File: src/rtl/accel_tilt_filter.sv
// Samples raw X/Y tilt at a fixed rate, moving-average filters it, removes the centre offset
// and turns tilt beyond a dead-zone into step strobes whose rate follows tilt magnitude.
// Latency: tilt one cycle after the sample tick, step/dir two cycles after; no backpressure.
module accel_tilt_filter #(
   parameter int SAMPLE_DIV  = 100000,
   parameter int AVG_LOG2    = 3,
   parameter int CENTER      = 256,
   parameter int DEADZONE    = 16,
   parameter int STEP_THRESH = 1024
) (
   input  logic       clk,
   input  logic       reset,
   input  logic [8:0] accel_x_in,
   input  logic [8:0] accel_y_in,
   output logic [9:0] tilt_x,
   output logic [9:0] tilt_y,
   output logic       sample_valid,
   output logic       step_x,
   output logic       step_y,
   output logic       dir_x,
   output logic       dir_y
);
   localparam int DEPTH = 1 << AVG_LOG2;
   localparam int PTRW  = (AVG_LOG2 > 0) ? AVG_LOG2 : 1;
   localparam int HDEP  = 1 << PTRW;
   localparam int CW    = $clog2(SAMPLE_DIV);
   localparam int SW    = 9 + AVG_LOG2;
   localparam int PHW   = $clog2(STEP_THRESH + 256);
   localparam int PSW   = PHW + 1;

   logic [CW-1:0]   div_cnt;
   logic            tick;
   logic            tick_d;
   logic [PTRW-1:0] wr_ptr;
   logic [8:0]      raw      [2];
   logic [8:0]      hist     [2][HDEP];
   logic [SW-1:0]   sum      [2];
   logic [9:0]      tilt     [2];
   logic [PHW-1:0]  phase    [2];
   logic            neg_prev [2];
   logic            step_r   [2];
   logic            dir_r    [2];
   logic            neg      [2];
   logic [9:0]      mag      [2];
   logic [9:0]      eff      [2];
   logic [PSW-1:0]  p_sum    [2];
   logic            step_nxt [2];
   logic [PHW-1:0]  phase_nxt[2];

   assign raw[0] = accel_x_in;
   assign raw[1] = accel_y_in;

   assign tick = (div_cnt == CW'(SAMPLE_DIV - 1));

   always_ff @(posedge clk or negedge reset) begin
      if (!reset)
         div_cnt <= '0;
      else if (tick)
         div_cnt <= '0;
      else
         div_cnt <= div_cnt + 1'b1;
   end

   // Running sum swaps the oldest entry for the newest, so no adder tree is needed.
   always_ff @(posedge clk or negedge reset) begin
      if (!reset) begin
         wr_ptr <= '0;
         for (int a = 0; a < 2; a++) begin
            sum[a] <= SW'(CENTER << AVG_LOG2);
            for (int i = 0; i < HDEP; i++)
               hist[a][i] <= 9'(CENTER);
         end
      end else if (tick) begin
         wr_ptr <= (wr_ptr == PTRW'(DEPTH - 1)) ? '0 : wr_ptr + 1'b1;
         for (int a = 0; a < 2; a++) begin
            sum[a]          <= sum[a] + SW'(raw[a]) - SW'(hist[a][wr_ptr]);
            hist[a][wr_ptr] <= raw[a];
         end
      end
   end

   always_ff @(posedge clk or negedge reset) begin
      if (!reset) begin
         tick_d       <= 1'b0;
         sample_valid <= 1'b0;
         tilt[0]      <= '0;
         tilt[1]      <= '0;
      end else begin
         tick_d       <= tick;
         sample_valid <= tick_d;
         if (tick_d)
            for (int a = 0; a < 2; a++)
               tilt[a] <= {1'b0, 9'(sum[a] >> AVG_LOG2)} - 10'(CENTER);
      end
   end

   always_comb begin
      for (int a = 0; a < 2; a++) begin
         neg[a]       = tilt[a][9];
         mag[a]       = neg[a] ? (~tilt[a] + 10'd1) : tilt[a];
         eff[a]       = (mag[a] > 10'(DEADZONE)) ? (mag[a] - 10'(DEADZONE)) : '0;
         p_sum[a]     = {1'b0, phase[a]} + PSW'(eff[a]);
         step_nxt[a]  = 1'b0;
         phase_nxt[a] = phase[a];
         // A direction change restarts accumulation so old tilt never leaks into new steps.
         if ((eff[a] == '0) || (neg[a] != neg_prev[a])) begin
            phase_nxt[a] = '0;
         end else if (p_sum[a] >= PSW'(STEP_THRESH)) begin
            step_nxt[a]  = 1'b1;
            phase_nxt[a] = PHW'(p_sum[a] - PSW'(STEP_THRESH));
         end else begin
            phase_nxt[a] = PHW'(p_sum[a]);
         end
      end
   end

   always_ff @(posedge clk or negedge reset) begin
      if (!reset) begin
         for (int a = 0; a < 2; a++) begin
            phase[a]    <= '0;
            neg_prev[a] <= 1'b0;
            step_r[a]   <= 1'b0;
            dir_r[a]    <= 1'b0;
         end
      end else begin
         for (int a = 0; a < 2; a++) begin
            step_r[a] <= sample_valid & step_nxt[a];
            if (sample_valid) begin
               phase[a]    <= phase_nxt[a];
               neg_prev[a] <= neg[a];
               dir_r[a]    <= !neg[a] && (tilt[a] != '0);
            end
         end
      end
   end

   assign tilt_x = tilt[0];
   assign tilt_y = tilt[1];
   assign step_x = step_r[0];
   assign step_y = step_r[1];
   assign dir_x  = dir_r[0];
   assign dir_y  = dir_r[1];

endmodule

File: config.mk
export PLATFORM = sky130hd
export DESIGN_NAME = accel_tilt_filter
export DESIGN_NICKNAME = d
export VERILOG_FILES = /design/src/rtl/accel_tilt_filter.sv
export SDC_FILE = /design/constraint.sdc
export NUM_CORES = 1
export LEC_CHECK = 0
export ABC_AREA = 1
export CORE_MARGIN = 4
export CORE_UTILIZATION = 62
export DETAILED_ROUTE_END_ITERATION = 7
export MAX_ROUTING_LAYER = met4
export PLACE_DENSITY = 0.81
export SLEW_MARGIN = 5
export SYNTH_ARGS = -nofsm -noshare
export SYNTH_HDL_FRONTEND = slang
export SYNTH_SLANG_ARGS = --single-unit
File: constraint.sdc
create_clock -name clk -period 4.7 [get_ports clk]
set_input_delay 0.94 -clock clk [delete_from_list [all_inputs] [get_ports clk]]
set_output_delay 0.94 -clock clk [all_outputs]
set_load 0.005 [all_outputs]
==> impl_metrics.json <==
{
  "ir_drop_mv": 0.322,
  "cts.sinks": 236,
  "cp_max_fo": 9,
  "antenna_cells": 0,
  "startpoint_type": "register",
  "drv_cap": 0,
  "async_flop_share_pct": 100,
  "yosys_most_used_dff": "dfrtp_1",
  "dr.pass1.iters": 5,
  "start_util_pct": 62.9,
  "cts_tree": "done",
  "dp_cells": 1817,
  "vias_per_cell": 5.75,
  "yosysMostFrequentCell": "nand2_1",
  "vias": 10698,
  "final_layout_size_suffix_gt1_share_pct": 7.91,
  "reg2regPathDepth": 23,
  "pin_count": 45,
  "cts_buffers": 25,
  "max_freq_ghz": 0.244,
  "finalCritPeriodShare_pct": 87.2,
  "grt_pass1_wl_um": 50600,
  "worst_slew_pin_slew_ns": 1.23,
  "synth_area_leaders": "dfrtp_1 43%, nand2_1 12%, o21ai_0 8.5%",
  "crit_path_cell_trace": "clkinv_1 -> nor2_1 -> buf_4 -> a22o_1 -> a221oi_1 -> nand4_1 -> fa_1 -> inv_1 -> ha_1 -> a21oi_1 -> nand2_1 -> nand2_1 -> nand2_1 -> a21oi_1 -> nor2_1 -> o21ai_0 -> nand2_1 -> nand2_1 -> nand2_1 -> a21oi_1 -> nand2_1 -> nand3_1 -> o21ai_0",
  "detail-route-antenna-nets": 0,
  "ff2ff_setup_slack_ns": 0.60,
  "synth.distinct_cells": 48,
  "cp.arrival_ns": 4.50,
  "cts_buffer_depth": 3,
  "grt_max_degree": 125,
  "die_area_sq_mm": 0.0229,
  "p_per_area_mw_per_mm2": 293,
  "ys_warn_count": 0,
  "crit_type": "register to register",
  "nFillCells": 1575,
  "overflow": 0,
  "remaining_drc_errors": 0,
  "seq_area_sq_mm": 0.00593,
  "rows": 52,
  "post_cts_resized": 0,
  "synth-edff-count": 0,
  "coreArea_sq_mm": 0.0202,
  "rsz0062_at_grt": "no",
  "synth_seq_cells": 236,
  "gp_congestion": 0.899,
  "io_buffer_count": 44,
  "hold_viol_final": 0,
  "routed_wl_um": 30500,
  "p_leak_uw": 0.00733,
  "critPathMostFrequentCell": "nand2_1",
  "status": "completed",
  "required_ns": 5.10,
  "synthCells": 1525,
  "slew_viol_final": 0,
  "synth.largest_area_cell": "dfrtp_1",
  "min_path_type": "input pin to async pin",
  "r2r-start": "wr_ptr[0]",
  "critPathMaxStageDelay_ns": 0.47,
  "htreeDepth": 1,
  "multiInputGateArea_sq_mm": 0.00592,
  "finalPower_uw": 4210,
  "path_clk_slew_ns": 0.06,
  "stdcell_count": 1862,
  "rr_endpoint": "sum[10]",
  "fin_crit_ns": 4.10,
  "die_x_um": 151,
  "antenna_found_initial": 0,
  "whs_ns": 0.462,
  "synth_nets": 1618,
  "endpoint_kind": "register",
  "hpwl_um": 20700,
  "finalSetupViolations": 0,
  "cts_root_buffer": "clkbuf_16",
  "num-nets-final": 1667,
  "avgRoutedWirePerCell_um": 16.4,
  "grt_use_total_pct": 28.3,
  "setup_tns_ns": 0,
  "crit_slowest_cell": "dfrtp_1",
  "grt_pass1_vias": 10293,
  "cts_hold_buf": 0,
  "syn_area_per_cell_sq_um": 8.34,
  "relSlewSlack_pct": 17.9,
  "cts_setup_buffers": 0,
  "clk_latency_ns": 0.54,
  "syn_area_sq_mm": 0.0127,
  "yosysTopAreaCellShare_pct": 42.9,
  "finClkSkew_ns": 0.0253,
  "yosysSeqAreaShare_pct": 46.6,
  "syn_to_final_growth_pct": 12.8,
  "drt_iter0_drc": 845,
  "yosys-top-cells-count": "395 x nand2_1, 218 x dfrtp_1, 215 x o21ai_0, 172 x inv_1, 75 x nor2_1",
  "die_y_um": 151
}
## logic make-up after synthesis
kind of cell	synth area share, %
and+or+nand+nor	20.4
xor gates and xnor gates	2.27
buffers and inverters	6.89
DFF	46.6
adders and majority gates	8.24
AOI/OAI and AO/OA	15.6
## metal layers
layer	global-route usage, %	vias up	routed length, um
met5	-	-	0
met4	10.0	0	1070
met3	3.92	89	1960
met2	44.7	414	14400
met1	37.8	5053	13100
li1	-	5142	-
## registers in the layout (all words and copies together) (netlist names)
signal	count
sample_valid	1
tilt_y	9
sum	24
wr_ptr	3
dir_y	1
phase	22
step_x	1
hist	144
dir_x	1
step_y	1
tilt_x	9
div_cnt	17
tick_d	1
neg_prev	2
## cell type report
class / count / share of cell area [%]
well taps: 270 / 2.35
multi-input cells: 1061 / 41.3
flip-flops and latches: 236 / 41.3
clock inverters: 11 / 0.872
repair buffers: 69 / 4.50
clock buffers: 34 / 4.95
inverters: 181 / 4.75
## power by group
part / internal, uW / switching [uW]
Combinational: 58.7 / 121
Clock: 1170 / 823
Sequential: 2030 / 0.448
Total: 3260 / 944
## placed cells by master, fill, tap and decap left out, types with 3 or more instances in the layout
| master | synthesis | layout |
|---|---|---|
| a21oi_1 | 54 | 54 |
| a221oi_1 | 17 | 17 |
| a22o_1 | 17 | 17 |
| a22oi_1 | 22 | 22 |
| a31oi_1 | 3 | 3 |
| and2_1 | 3 | 3 |
| buf_4 | 4 | 24 |
| clkbuf_1 | 40 | 4 |
| clkbuf_16 | 0 | 25 |
| clkbuf_8 | 0 | 5 |
| clkdlybuf4s50_1 | 0 | 43 |
| clkinv_2 | 0 | 6 |
| dfrtp_1 | 218 | 218 |
| dfstp_2 | 18 | 18 |
| fa_1 | 18 | 18 |
| ha_1 | 55 | 55 |
| inv_1 | 172 | 172 |
| inv_2 | 6 | 6 |
| nand2_1 | 395 | 395 |
| nand2_2 | 8 | 8 |
| nand3_1 | 56 | 56 |
| nand3_2 | 5 | 5 |
| nand3b_1 | 7 | 7 |
| nand4_1 | 25 | 25 |
| nor2_1 | 75 | 75 |
| nor2_2 | 8 | 8 |
| nor3_1 | 12 | 12 |
| nor3_2 | 3 | 3 |
| nor4_1 | 5 | 5 |
| o21ai_0 | 215 | 215 |
| o22ai_1 | 4 | 4 |
| xnor2_1 | 8 | 8 |
| xor2_1 | 25 | 25 |
## worst max-delay path, delay by kind of cell, from the launching register on
family                     cells  cell delay, ns
and+or+nand+nor               11            1.26
buffers and inverters          3            0.60
DFF                            1            0.47
AOI/OAI and AO/OA              7            0.91
adders and majority gates      2            0.71
## metrics by stage
step | setup WS (ns) | utilization [%] | area, sq um
3_3_place_gp | 0.629 | 66.8 | 13500
5_1_grt | 0.284 | 70.9 | 14300
2_1_floorplan | 0.976 | - | 12700
4_1_cts | 0.697 | 70.9 | 14300
3_5_place_dp | 0.602 | 66.8 | 13500
6_report | 0.601 | 70.9 | 14300
## how the worst max path moves through the flow
stage,start,to,slack (ns),depth (start not counted)
CTS,wr_ptr[0],sum[22],0.70,16
detailed placement,accel_x_in[1],sum[22],0.60,12
global placement,accel_x_in[1],sum[22],0.63,12
floorplan,wr_ptr[0],sum[22],0.98,16
finish,wr_ptr[0],sum[10],0.60,23
global route,tilt_y[0],phase[10],0.28,22
Power figures use the tool's default switching activity.
